[config.mk]
export PLATFORM = sky130hd
export DESIGN_NAME = led_shift_serializer
export DESIGN_NICKNAME = d
export VERILOG_FILES = /design/src/rtl/bound_flasher_pkg.sv /design/src/rtl/led_ser_tick.sv /design/src/rtl/led_shift_serializer.sv
export SDC_FILE = /design/constraint.sdc
export NUM_CORES = 1
export LEC_CHECK = 0
export ABC_AREA = 0
export BUFFER_PORTS_ARGS = -buffer_cell sky130_fd_sc_hd__buf_4
export CAP_MARGIN = 5
export CORE_MARGIN = 3
export CORE_UTILIZATION = 26
export CTS_CLUSTER_SIZE = 14
export DETAILED_ROUTE_END_ITERATION = 16
export GPL_ROUTABILITY_DRIVEN = 0
export GPL_TIMING_DRIVEN = 0
export PLACE_DENSITY = 0.52
export SLEW_MARGIN = 10
export SYNTH_ARGS = -nofsm -noshare
export SYNTH_HDL_FRONTEND = slang
export SYNTH_SLANG_ARGS = --single-unit
[constraint.sdc]
create_clock -name clk -period 2.58 [get_ports clk]
set_clock_uncertainty 0.05 [all_clocks]
set_input_delay 0.129 -clock clk [delete_from_list [all_inputs] [get_ports clk]]
set_output_delay 0.129 -clock clk [all_outputs]
set_load 0.01 [all_outputs]
[src/rtl/bound_flasher_pkg.sv]
// Shared definitions for the bound_flasher LED path: the LED frame width used by
// both the pattern generator and the serializer, plus the serializer state codes.
package bound_flasher_pkg;

   // LED pattern width shared with bound_flasher
   localparam int LED_W = 16;

   // Serializer frame states
   localparam logic [1:0] ST_IDLE  = 2'd0;
   localparam logic [1:0] ST_SHIFT = 2'd1;
   localparam logic [1:0] ST_LATCH = 2'd2;

endpackage

[src/rtl/led_ser_tick.sv]
// CLK_DIV prescaler for the LED serializer. Emits a one-cycle tick every CLK_DIV
// enabled cycles; each tick marks the end of one sclk half-period. The count is
// restarted by reset or by a frame start so every frame has identical timing.
module led_ser_tick #(
   parameter int CLK_DIV = 4
) (
   input  logic clk,
   input  logic rst,
   input  logic clr_i,
   input  logic en_i,
   output logic tick_o
);

   localparam int            DW       = $clog2(CLK_DIV) + 1;
   localparam logic [DW-1:0] DIV_LAST = DW'(CLK_DIV - 1);

   logic [DW-1:0] div_cnt_q, div_cnt_d;

   // Next count: clear wins, otherwise advance and wrap at CLK_DIV-1 while enabled
   always_comb begin
      div_cnt_d = div_cnt_q;
      if (clr_i) begin
         div_cnt_d = '0;
      end else if (en_i) begin
         div_cnt_d = (div_cnt_q == DIV_LAST) ? '0 : div_cnt_q + DW'(1);
      end
   end

   // Prescaler register with synchronous reset
   always_ff @(posedge clk) begin
      if (rst) begin
         div_cnt_q <= '0;
      end else begin
         div_cnt_q <= div_cnt_d;
      end
   end

   assign tick_o = en_i & (div_cnt_q == DIV_LAST);

endmodule

[src/rtl/led_shift_serializer.sv]
// Serializes the parallel LED pattern into sclk/sdata/latch for a 74HC595-style
// shift-register chain. A frame goes out whenever the pattern differs from the last
// one sent (and once after reset). Changes arriving mid-frame are not queued; the
// compare simply re-runs on return to IDLE, so the newest value is always sent.
// Optional feature: define LED_SER_REFRESH_EN to periodically re-send the current
// pattern after REFRESH_PERIOD idle cycles.
module led_shift_serializer
   import bound_flasher_pkg::*;
#(
   parameter int WIDTH          = LED_W,
   parameter int CLK_DIV        = 4,
   parameter int MSB_FIRST      = 1,
   parameter int REFRESH_PERIOD = 1024
) (
   input  logic             clk,
   input  logic             rst,
   input  logic [WIDTH-1:0] led_in,
   output logic             sclk,
   output logic             sdata,
   output logic             latch,
   output logic             busy
);

   localparam int            BW       = $clog2(WIDTH) + 1;
   localparam logic [BW-1:0] LAST_BIT = BW'(WIDTH - 1);

   logic [1:0]       state_q,     state_d;
   logic [WIDTH-1:0] shadow_q,    shadow_d;
   logic [WIDTH-1:0] sreg_q,      sreg_d;
   logic [BW-1:0]    bit_cnt_q,   bit_cnt_d;
   logic             init_pend_q, init_pend_d;
   logic             ld_pend_q,   ld_pend_d;
   logic             sclk_q,      sclk_d;
   logic             sdata_q,     sdata_d;
   logic             latch_q,     latch_d;
   logic             busy_q,      busy_d;

   logic [WIDTH-1:0] ord_in;
   logic             start;
   logic             refresh_hit;
   logic             tick;
   logic             tick_clr;
   logic             tick_en;

   // Present led_in in transmit order so the shifter always sends bit 0 first
   always_comb begin
      ord_in = led_in;
      if (MSB_FIRST != 0) begin
         for (int i = 0; i < WIDTH; i++) begin
            ord_in[i] = led_in[WIDTH-1-i];
         end
      end
   end

`ifdef LED_SER_REFRESH_EN
   localparam int            RW       = $clog2(REFRESH_PERIOD + 1);
   localparam logic [RW-1:0] RF_LAST  = RW'(REFRESH_PERIOD - 1);

   logic [RW-1:0] idle_cnt_q, idle_cnt_d;

   assign refresh_hit = (idle_cnt_q == RF_LAST);

   // Idle counter: counts IDLE cycles without a frame start, cleared by every start
   always_comb begin
      idle_cnt_d = idle_cnt_q;
      if (state_q == ST_IDLE) begin
         idle_cnt_d = start ? '0 : idle_cnt_q + RW'(1);
      end
   end

   // Idle counter register
   always_ff @(posedge clk) begin
      if (rst) begin
         idle_cnt_q <= '0;
      end else begin
         idle_cnt_q <= idle_cnt_d;
      end
   end
`else
   // No periodic refresh; REFRESH_PERIOD has no effect in this build
   assign refresh_hit = 1'b0 && (REFRESH_PERIOD > 0);
`endif

   assign start = (state_q == ST_IDLE) &&
                  ((led_in != shadow_q) || init_pend_q || refresh_hit);

   // The prescaler is held during the one-cycle bit-0 load so the first sclk
   // rise lands CLK_DIV cycles after the first data bit is presented.
   assign tick_clr = start;
   assign tick_en  = ((state_q == ST_SHIFT) && !ld_pend_q) || (state_q == ST_LATCH);

   led_ser_tick #(
      .CLK_DIV (CLK_DIV)
   ) u_tick (
      .clk    (clk),
      .rst    (rst),
      .clr_i  (tick_clr),
      .en_i   (tick_en),
      .tick_o (tick)
   );

   // Frame sequencer: capture in IDLE, clock bits out in SHIFT, strobe in LATCH
   always_comb begin
      state_d     = state_q;
      shadow_d    = shadow_q;
      sreg_d      = sreg_q;
      bit_cnt_d   = bit_cnt_q;
      init_pend_d = init_pend_q;
      ld_pend_d   = ld_pend_q;
      sclk_d      = sclk_q;
      sdata_d     = sdata_q;
      latch_d     = latch_q;
      busy_d      = busy_q;
      case (state_q)
         ST_IDLE: begin
            if (start) begin
               shadow_d    = led_in;
               sreg_d      = ord_in;
               init_pend_d = 1'b0;
               busy_d      = 1'b1;
               bit_cnt_d   = '0;
               ld_pend_d   = 1'b1;
               state_d     = ST_SHIFT;
            end
         end
         ST_SHIFT: begin
            if (ld_pend_q) begin
               // Present bit 0 with sclk low
               sdata_d   = sreg_q[0];
               sreg_d    = sreg_q >> 1;
               sclk_d    = 1'b0;
               ld_pend_d = 1'b0;
            end else if (tick) begin
               if (!sclk_q) begin
                  sclk_d = 1'b1;
               end else begin
                  sclk_d = 1'b0;
                  if (bit_cnt_q == LAST_BIT) begin
                     // sdata keeps the last bit through the latch strobe
                     latch_d = 1'b1;
                     state_d = ST_LATCH;
                  end else begin
                     bit_cnt_d = bit_cnt_q + BW'(1);
                     sdata_d   = sreg_q[0];
                     sreg_d    = sreg_q >> 1;
                  end
               end
            end
         end
         ST_LATCH: begin
            if (tick) begin
               latch_d = 1'b0;
               busy_d  = 1'b0;
               sdata_d = 1'b0;
               state_d = ST_IDLE;
            end
         end
         default: begin
            state_d = ST_IDLE;
         end
      endcase
   end

   // Sequencer registers; reset aborts any frame without emitting a latch
   always_ff @(posedge clk) begin
      if (rst) begin
         state_q     <= ST_IDLE;
         shadow_q    <= '0;
         sreg_q      <= '0;
         bit_cnt_q   <= '0;
         init_pend_q <= 1'b1;
         ld_pend_q   <= 1'b0;
         sclk_q      <= 1'b0;
         sdata_q     <= 1'b0;
         latch_q     <= 1'b0;
         busy_q      <= 1'b0;
      end else begin
         state_q     <= state_d;
         shadow_q    <= shadow_d;
         sreg_q      <= sreg_d;
         bit_cnt_q   <= bit_cnt_d;
         init_pend_q <= init_pend_d;
         ld_pend_q   <= ld_pend_d;
         sclk_q      <= sclk_d;
         sdata_q     <= sdata_d;
         latch_q     <= latch_d;
         busy_q      <= busy_d;
      end
   end

   assign sclk  = sclk_q;
   assign sdata = sdata_q;
   assign latch = latch_q;
   assign busy  = busy_q;

endmodule
==> summary.txt, run 1 <==
Cells and area
  – Final cell utilization of the core: approximately 32%
  – Register area: between 900 and 1000 um2
  – Total inserted antenna cells: 0
  – Layout net count: 366
  – Synth-to-Final Area Change: 17.52%
  – Layout Cells excl Fill: 471
  – Filler cells: 1,019
  – Multi-input gate area in the final layout: ~1500 um2
  – Ratio of cells with drive above 1 in the final layout: 14.33%

Setup path
  – Crit Path Max Fanout: 10
  – R2r startpoint: bit_cnt_q[0]$_SDFFE_PP0P_
  – Worst path slowest cell: sky130_fd_sc_hd__dfxtp_1
  – Kind of critical path: reg2reg
  – Arrival time at the worst endpoint: between 2000 and 3000 ps
  – Worst setup EP type: flop
  – Longest individual stage delay on the worst path: roughly 340 ps
  – Category of the worst setup path launch point: flop
  – Ordered list of cells on the worst path: ha_1, and3_1, ha_1, nand4bb_1, a22oi_2, buf_4, o31ai_4, buf_6, a211oi_1
  – Startpoint of the most critical setup path: bit_cnt_q[0]$_SDFFE_PP0P_
  – Required time worst endpoint: ~2800 ps
  – Cell mode on critical path: sky130_fd_sc_hd__ha_1

Detailed routing
  – Antenna violation net count after detailed routing: 0
  – 1st-pass router iterations: 4
  – Total vias in the final route: roughly 2,300
  – Via count normalized by instance count: ~4.8
  – Total Routed Length: just under 7000 um
  – Final routed wire length divided by cell count: 14.49 um
  – Total DRC errors in the routed layout: 0
  – Violation count after the first detailed-route iteration: about 120

Global routing
  – Global route overflow: 0
  – Global-route wire length before repair: approximately 11,000 um
  – Pin count of the biggest net entering global routing: 16
  – Number of global-route vias before repair: 2,164
  – Antenna violations before repair: 0
  – All-Layer GR Usage: about an eighth

Synth
  – Total standard cell area after synthesis: 2600 um2
  – Most area-consuming cells after synthesis: sky130_fd_sc_hd__dfxtp_1, sky130_fd_sc_hd__mux2i_1, sky130_fd_sc_hd__nand2_1, sky130_fd_sc_hd__a21oi_1, sky130_fd_sc_hd__a211oi_1
  – Seq/Total Area, Yosys: 36.96%
  – Most frequently used flop master after synthesis: sky130_fd_sc_hd__dfxtp_1
  – Gate count of the mapped netlist: 312
  – Share of flip-flops with an asynchronous set or reset: 0%
  – Syn. warnings: 0
  – Yosys top cell area share: a little under two fifths
  – Post-synth cell types: 43
  – Top cell type by total area after synthesis: sky130_fd_sc_hd__dfxtp_1
  – Total nets after synthesis: roughly 340
  – Post-synth EDFFs: 0
  – FF+latch count, synth: 48
  – Average cell area after synthesis: 8.333 um2

Power and ir drop
  – Leak pwr: 1.254 nW
  – Proportion of power drawn by combinational gates: between 50% and 60%
  – IR drop worst, VDD: 0.0003678 V
  – Net switching share of the total power: between 40% and 50%
  – Net switching power: roughly 1.3 mW
  – Internal Dissipation: approximately 1.8 mW
  – Fraction of power consumed by the clock network: about 15%
  – Sequential group share of total power: between 30% and 40%
  – Power density relative to cell area: 1044 nW/um2
  – Power, Total: roughly 3.2 mW

Floorplanning
  – Chip Width: ~110 um
  – Site row count: 35
  – Number of top-level pins: 22
  – Die ar.: roughly 11,000 um2
  – Floorplan Core Area: between 9000 and 10,000 um2
  – Die Y-Extent: approximately 110 um
  – Effective utilization at floorplan: a little over a quarter

Min path
  – Class of the most critical hold timing path: in2reg
  – Critical hold path startpoint: led_in[5]

CTS
  – Bufs on Longest Clock Path: 2
  – CTS Hold Buffers Added: 0
  – CTS Root Cell: sky130_fd_sc_hd__clkbuf_8
  – Clock slew at the register clock pins of the worst setup and hold paths: approximately 100 ps
  – Number of clock buffers inserted by TritonCTS: 5
  – Clock Latency Late Sink: about 300 ps
  – H-tree depth: 2
  – CTS tree: yes
  – Number of sinks driven by the clock tree: 48

STA
  – Time the final worst path needs with I/O delays and setup: 2400 ps
  – Share of the cycle needed by the critical path after routing: a little over 90%
  – Achievable Freq: 416.7 MHz
  – Total of endpoints with negative setup slack in the final report: 0
  – Final Hold Slack: about 35 ps
  – Measured slew at the worst slew-check pin: around 720 ps
  – Count of pins over their slew limit: 0
  – Number of endpoints with negative hold slack in the final report: 0
  – Headroom to the max-slew limit: just over 50%
  – Crit path setup slack, layout: around 180 ps
  – RSZ-0062 raised after global routing: no

Run
  – Number of maximum-capacitance constraint violations: 0

Placement
  – Count of port buffers added during placement: 20
  – Cell count after placement: 461
  – Dpl ws: -61.85 ps
  – Sum of net half-perimeters after detailed placement: 5009 um

Run status
  – Status: completed
[power groups by stage]
stage / Clock [mW] / Sequential, mW / Combinational (mW)
floorplan: 0 / 1.08 / 1.15
global placement: 0 / 1.09 / 1.54
detailed placement: 0 / 1.10 / 1.55
CTS: 0.500 / 1.08 / 1.61
global route: 0.528 / 1.11 / 1.81
finish: 0.487 / 1.08 / 1.62
[per-layer routing]
layer,track usage [%],up-vias,share of wire [%]
met5,0,-,0
met4,3.423,0,1.3
met3,2.550,7,4.2
met1,17.90,1064,51
met2,19.35,45,44
li1,-,1143,-
[state kept, by name, indices dropped and copies added (netlist names)]
signal / count
bit_cnt_q: 5
sclk: 1
latch: 1
ld_pend_q: 1
shadow_q: 16
init_pend_q: 1
state_q: 2
busy: 1
sreg_q: 16
sdata: 1
u_tick.div_cnt_q: 3
[per-stage QoR]
stage / setup TNS, ps / cell area (um2)
6_report: 0 / 3055
4_1_cts: 0 / 3029
2_1_floorplan: 0 / 2600
5_1_grt: 0 / 3055
3_5_place_dp: -345.3 / 2912
3_3_place_gp: -693.2 / 2912
[synthesized netlist by cell type, types with 2 or more instances]
master and number:
sky130_fd_sc_hd__nand2_1 54, sky130_fd_sc_hd__dfxtp_1 48, sky130_fd_sc_hd__mux2i_1 32, sky130_fd_sc_hd__inv_1 25
sky130_fd_sc_hd__a21oi_1 23, sky130_fd_sc_hd__a211oi_1 15, sky130_fd_sc_hd__nor2_1 10, sky130_fd_sc_hd__clkbuf_1 9
sky130_fd_sc_hd__nor3_1 8, sky130_fd_sc_hd__o21ai_0 8, sky130_fd_sc_hd__xor2_1 8, sky130_fd_sc_hd__buf_2 7
sky130_fd_sc_hd__ha_1 7, sky130_fd_sc_hd__nand3_1 6, sky130_fd_sc_hd__xnor2_1 6, sky130_fd_sc_hd__nand2b_1 4
sky130_fd_sc_hd__nor2b_1 3, sky130_fd_sc_hd__o311ai_0 3, sky130_fd_sc_hd__o31ai_1 3, sky130_fd_sc_hd__or3_1 3
sky130_fd_sc_hd__a21boi_0 2, sky130_fd_sc_hd__a31oi_1 2, sky130_fd_sc_hd__and3_1 2, sky130_fd_sc_hd__buf_6 2
sky130_fd_sc_hd__clkinv_1 2, sky130_fd_sc_hd__nor4_1 2, sky130_fd_sc_hd__o2111ai_1 2
[layout make-up]
cell class | instances | share of cell area (%)
multi-input combinational | 218 | 48.08
sequential | 48 | 31.45
timing repair buffer | 22 | 5.405
tap | 129 | 5.283
inverter | 27 | 3.317
buffer | 19 | 3.276
clock buffer | 6 | 2.703
clock inverter | 2 | 0.4914
[final timing paths]
kind / end / slack (ps) / cells after the start
max: sreg_q[4]$_SDFFE_PP0P_ / 180 / 9
min: shadow_q[5]$_SDFFE_PP0P_ / 40 / 3
max reg2reg: sreg_q[4]$_SDFFE_PP0P_ / 180 / 9
min reg2reg: sdata$_SDFFE_PP0P_ / 410 / 2
[cell families (layout without fill, tap and decap cells)]
group / Yosys count / in the layout / share of synthesized area, %
xor+xnor: 14 / 14 / 4.716
flops: 48 / 48 / 36.96
compound gates: 70 / 70 / 18.67
buf+inv: 46 / 76 / 7.700
mux: 32 / 32 / 12.32
simple gates: 95 / 95 / 16.27
fa+ha+maj: 7 / 7 / 3.368
[what timing repair did]
| action | CTS | global route |
|---|---|---|
| buffers inserted | 2 | 0 |
| pin swaps | 1 | 0 |
| hold endpoints to repair | 0 | 0 |
| gates resized for setup | 2 | 6 |
| setup endpoints to repair | 14 | 16 |
[cell usage in the layout, fill, tap and decap left out, types with 2 or more instances in the layout]
| cell type | netlist | routed |
|---|---|---|
| sky130_fd_sc_hd__clkbuf_8 | 0 | 6 |
| sky130_fd_sc_hd__clkbuf_1 | 9 | 8 |
| sky130_fd_sc_hd__and3_1 | 2 | 2 |
| sky130_fd_sc_hd__nor3_1 | 8 | 8 |
| sky130_fd_sc_hd__nand2b_1 | 4 | 4 |
| sky130_fd_sc_hd__dfxtp_1 | 48 | 48 |
| sky130_fd_sc_hd__nand2_1 | 54 | 54 |
| sky130_fd_sc_hd__buf_4 | 1 | 23 |
| sky130_fd_sc_hd__a211oi_1 | 15 | 15 |
| sky130_fd_sc_hd__o31ai_1 | 3 | 3 |
| sky130_fd_sc_hd__nor2_1 | 10 | 10 |
| sky130_fd_sc_hd__xor2_1 | 8 | 8 |
| sky130_fd_sc_hd__ha_1 | 7 | 7 |
| sky130_fd_sc_hd__or3_1 | 3 | 3 |
| sky130_fd_sc_hd__xnor2_1 | 6 | 6 |
| sky130_fd_sc_hd__buf_6 | 2 | 2 |
| sky130_fd_sc_hd__nor2b_1 | 3 | 3 |
| sky130_fd_sc_hd__o2111ai_1 | 2 | 2 |
| sky130_fd_sc_hd__clkinvlp_4 | 0 | 2 |
| sky130_fd_sc_hd__mux2i_1 | 32 | 32 |
| sky130_fd_sc_hd__o21ai_0 | 8 | 8 |
| sky130_fd_sc_hd__a21oi_1 | 23 | 23 |
| sky130_fd_sc_hd__clkinv_1 | 2 | 2 |
| sky130_fd_sc_hd__a31oi_1 | 2 | 2 |
| sky130_fd_sc_hd__o311ai_0 | 3 | 3 |
| sky130_fd_sc_hd__inv_1 | 25 | 25 |
| sky130_fd_sc_hd__buf_2 | 7 | 7 |
| sky130_fd_sc_hd__nand3_1 | 6 | 5 |
[worst max-delay path, delay by kind of cell, from the launching register on]
kind,cells,cell delay [ps]
AOI/OAI and AO/OA,3,660
buffers and inverters,2,360
and+or+nand+nor,2,470
adders and majority gates,2,420
DFF,1,340
(Power assumes the default switching activity.)
==> inputs of run 2 (changes only) <==
--- a/config.mk
+++ b/config.mk
@@ -6,15 +6,15 @@
 export NUM_CORES = 1
 export LEC_CHECK = 0
 export ABC_AREA = 0
-export BUFFER_PORTS_ARGS = -buffer_cell sky130_fd_sc_hd__buf_4
+export BUFFER_PORTS_ARGS = -buffer_cell sky130_fd_sc_hd__buf_2
 export CAP_MARGIN = 5
 export CORE_MARGIN = 3
-export CORE_UTILIZATION = 26
+export CORE_UTILIZATION = 55
 export CTS_CLUSTER_SIZE = 14
 export DETAILED_ROUTE_END_ITERATION = 16
 export GPL_ROUTABILITY_DRIVEN = 0
 export GPL_TIMING_DRIVEN = 0
-export PLACE_DENSITY = 0.52
+export PLACE_DENSITY = 0.74
 export SLEW_MARGIN = 10
 export SYNTH_ARGS = -nofsm -noshare
 export SYNTH_HDL_FRONTEND = slang
==> summary.txt, run 2 (synthesis results as in run 1) <==
Run status
  – Status: completed (unchanged)

Setup path
  – Cell mode on critical path: sky130_fd_sc_hd__ha_1 (unchanged)
  – Crit Path Max Fanout: 10 (unchanged)
  – Worst setup EP type: flop (unchanged)
  – Arrival time at the worst endpoint: 2570 ps (about the same)
  – Category of the worst setup path launch point: flop (unchanged)
  – Kind of critical path: reg2reg (unchanged)
  – Worst path slowest cell: sky130_fd_sc_hd__dfxtp_1 (unchanged)
  – Longest individual stage delay on the worst path: 330 ps (was 340 ps)
  – Required time worst endpoint: 2750 ps (about the same)
  – Ordered list of cells on the worst path: ha_1, and3_1, ha_1, nand4bb_1, a22oi_2, buf_4, o31ai_4, buf_6, a211oi_1 (unchanged)

Detailed routing
  – Final routed wire length divided by cell count: 15.71 um (was 14.49 um)
  – Violation count after the first detailed-route iteration: 141 (was 121)
  – Total Routed Length: 6204 um (was 6823 um)
  – Total vias in the final route: 2,312 (was 2,259)
  – Antenna violation net count after detailed routing: 0 (unchanged)
  – Via count normalized by instance count: 5.853 (was 4.796)
  – Total DRC errors in the routed layout: 0 (unchanged)
  – 1st-pass router iterations: 6 (was 4)

Power and ir drop
  – Power, Total: 3.245 mW (was 3.191 mW)
  – Power density relative to cell area: 1110 nW/um2 (was 1044 nW/um2)
  – Net switching power: 1.305 mW (was 1.343 mW)
  – Proportion of power drawn by combinational gates: 48.6% (was 50.8%)
  – Internal Dissipation: 1.941 mW (was 1.848 mW)
  – Fraction of power consumed by the clock network: 17.9% (was 15.2%)
  – Sequential group share of total power: 33.5% (was 33.9%)
  – Net switching share of the total power: 40.20% (was 42.08%)
  – Leak pwr: 1.258 nW (was 1.254 nW)
  – IR drop worst, VDD: 0.0006065 V (was 0.0003678 V)

CTS
  – Number of sinks driven by the clock tree: 48 (unchanged)
  – Clock slew at the register clock pins of the worst setup and hold paths: 100 ps (about the same)
  – Bufs on Longest Clock Path: 2 (unchanged)
  – Number of clock buffers inserted by TritonCTS: 5 (unchanged)
  – Clock Latency Late Sink: 310 ps (was 300 ps)
  – CTS tree: yes (unchanged)
  – H-tree depth: 2 (unchanged)
  – CTS Root Cell: sky130_fd_sc_hd__clkbuf_8 (unchanged)

Global routing
  – Pin count of the biggest net entering global routing: 16 (unchanged)
  – Antenna violations before repair: 0 (unchanged)
  – Number of global-route vias before repair: 2,110 (was 2,164)
  – All-Layer GR Usage: 23.29% (was 12.60%)
  – Global route overflow: 0 (unchanged)
  – Global-route wire length before repair: 9949 um (was 11,320 um)

STA
  – Total of endpoints with negative setup slack in the final report: 0 (unchanged)
  – Count of pins over their slew limit: 0 (unchanged)
  – Aggregate negative setup slack: 0 ps (unchanged)
  – Share of the cycle needed by the critical path after routing: 93.27% (was 93.01%)
  – Time the final worst path needs with I/O delays and setup: 2406 ps (was 2400 ps)
  – Achievable Freq: 415.6 MHz (was 416.7 MHz)
  – RSZ-0062 raised after global routing: no (unchanged)
  – Headroom to the max-slew limit: 54.63% (was 51.70%)
  – Number of endpoints with negative hold slack in the final report: 0 (unchanged)
  – Measured slew at the worst slew-check pin: 680.5 ps (was 724.5 ps)

Floorplanning
  – Die ar.: 5588 um2 (was 11,240 um2)
  – Number of top-level pins: 22 (unchanged)
  – Floorplan Core Area: 4444 um2 (was 9459 um2)
  – Site row count: 24 (was 35)
  – Chip Width: 74.76 um (was 106 um)
  – Die Y-Extent: 74.76 um (was 106 um)
  – Effective utilization at floorplan: 58.50% (was 27.49%)

Placement
  – Sum of net half-perimeters after detailed placement: 4388 um (was 5009 um)
  – Count of port buffers added during placement: 20 (unchanged)

Cells and area
  – Total inserted antenna cells: 0 (unchanged)
  – Most frequent standard cell in the layout excluding fill and tap cells: sky130_fd_sc_hd__nand2_1 (unchanged)
  – Synth-to-Final Area Change: 12.42% (was 17.52%)
  – Largest regs: shadow_q x16, sreg_q x16, bit_cnt_q x5 (unchanged)
  – Highest-count cells in the layout ignoring fill and taps: sky130_fd_sc_hd__nand2_1, sky130_fd_sc_hd__dfxtp_1, sky130_fd_sc_hd__mux2i_1 (unchanged)
  – Ratio of cells with drive above 1 in the final layout: 13.99% (was 14.33%)
  – Layout net count: 367 (was 366)
  – Filler cells: 388 (was 1,019)

Min path
  – Class of the most critical hold timing path: in2reg (unchanged)

Run
  – Number of maximum-capacitance constraint violations: 0 (unchanged)
[run 2: power groups by stage]
stage	Clock [mW]	Combinational, mW	Sequential (mW)
final	0.581	1.58	1.09
after global routing	0.617	1.75	1.11
after CTS	0.586	1.50	1.09
after detailed placement	0	1.49	1.10
after global placement	0	1.47	1.09
after floorplan	0	1.15	1.08
[run 2: per-stage QoR]
stage | cells | setup slack [ps] | util (%) | area [um2] | hold slack [ps]
3_3_place_gp | 384 | 1.908 | 62.22 | 2765 | 354.0
6_report | 395 | 173.7 | 65.77 | 2923 | 42.65
3_5_place_dp | 384 | 19.90 | 62.22 | 2765 | 362.0
5_1_grt | 395 | 11.11 | 65.77 | 2923 | 39.83
4_1_cts | 392 | 19.82 | 64.95 | 2887 | 43.41
2_1_floorplan | 312 | 400.1 | - | 2600 | 221.1
[run 2: final cells by class]
class	instances	area, um2	area share [%]
Multi-Input combinational cell	218	1451	49.66
Sequential cell	48	960.9	32.88
Timing Repair Buffer	23	122.6	4.195
Inverter	27	101.3	3.467
Buffer	19	100.1	3.425
Clock buffer	6	82.58	2.825
Tap cell	52	65.06	2.226
Clock inverter	2	38.79	1.327
[run 2: final timing paths]
path | start | to | slack [ps] | cells past startpoint
worst max register to register | bit_cnt_q[0]$_SDFFE_PP0P_ | sreg_q[8]$_SDFFE_PP0P_ | 170 | 9
worst max-delay path | bit_cnt_q[0]$_SDFFE_PP0P_ | sreg_q[8]$_SDFFE_PP0P_ | 170 | 9
worst min register to register | sreg_q[1]$_SDFFE_PP0P_ | sreg_q[1]$_SDFFE_PP0P_ | 410 | 2
worst min-delay path | led_in[3] | shadow_q[3]$_SDFFE_PP0P_ | 40 | 3
[run 2: worst max-delay path: cells and delay by family, from the launching register on]
kind                       cells  cell delay (ps)
DFF                            1              330
AOI/OAI and AO/OA              3              690
adders and majority gates      2              410
and+or+nand+nor                2              480
buffers and inverters          2              350
[run 2: routing by layer]
metal	vias to the layer above	track usage, %	share of wire, %	routed length [um]
li1	1142	-	-	-
met1	1080	31.38	45	2792
met2	80	38.93	47	2938
met3	10	4.139	6.3	391
met4	0	5.534	1.3	80
met5	-	0	0	0
[run 2: timing repair]
item | CTS | global route
gates resized for setup | 0 | 5
setup buffers | 0 | 3
hold buffers | 0 | 0
setup endpoints to repair | 0 | 14
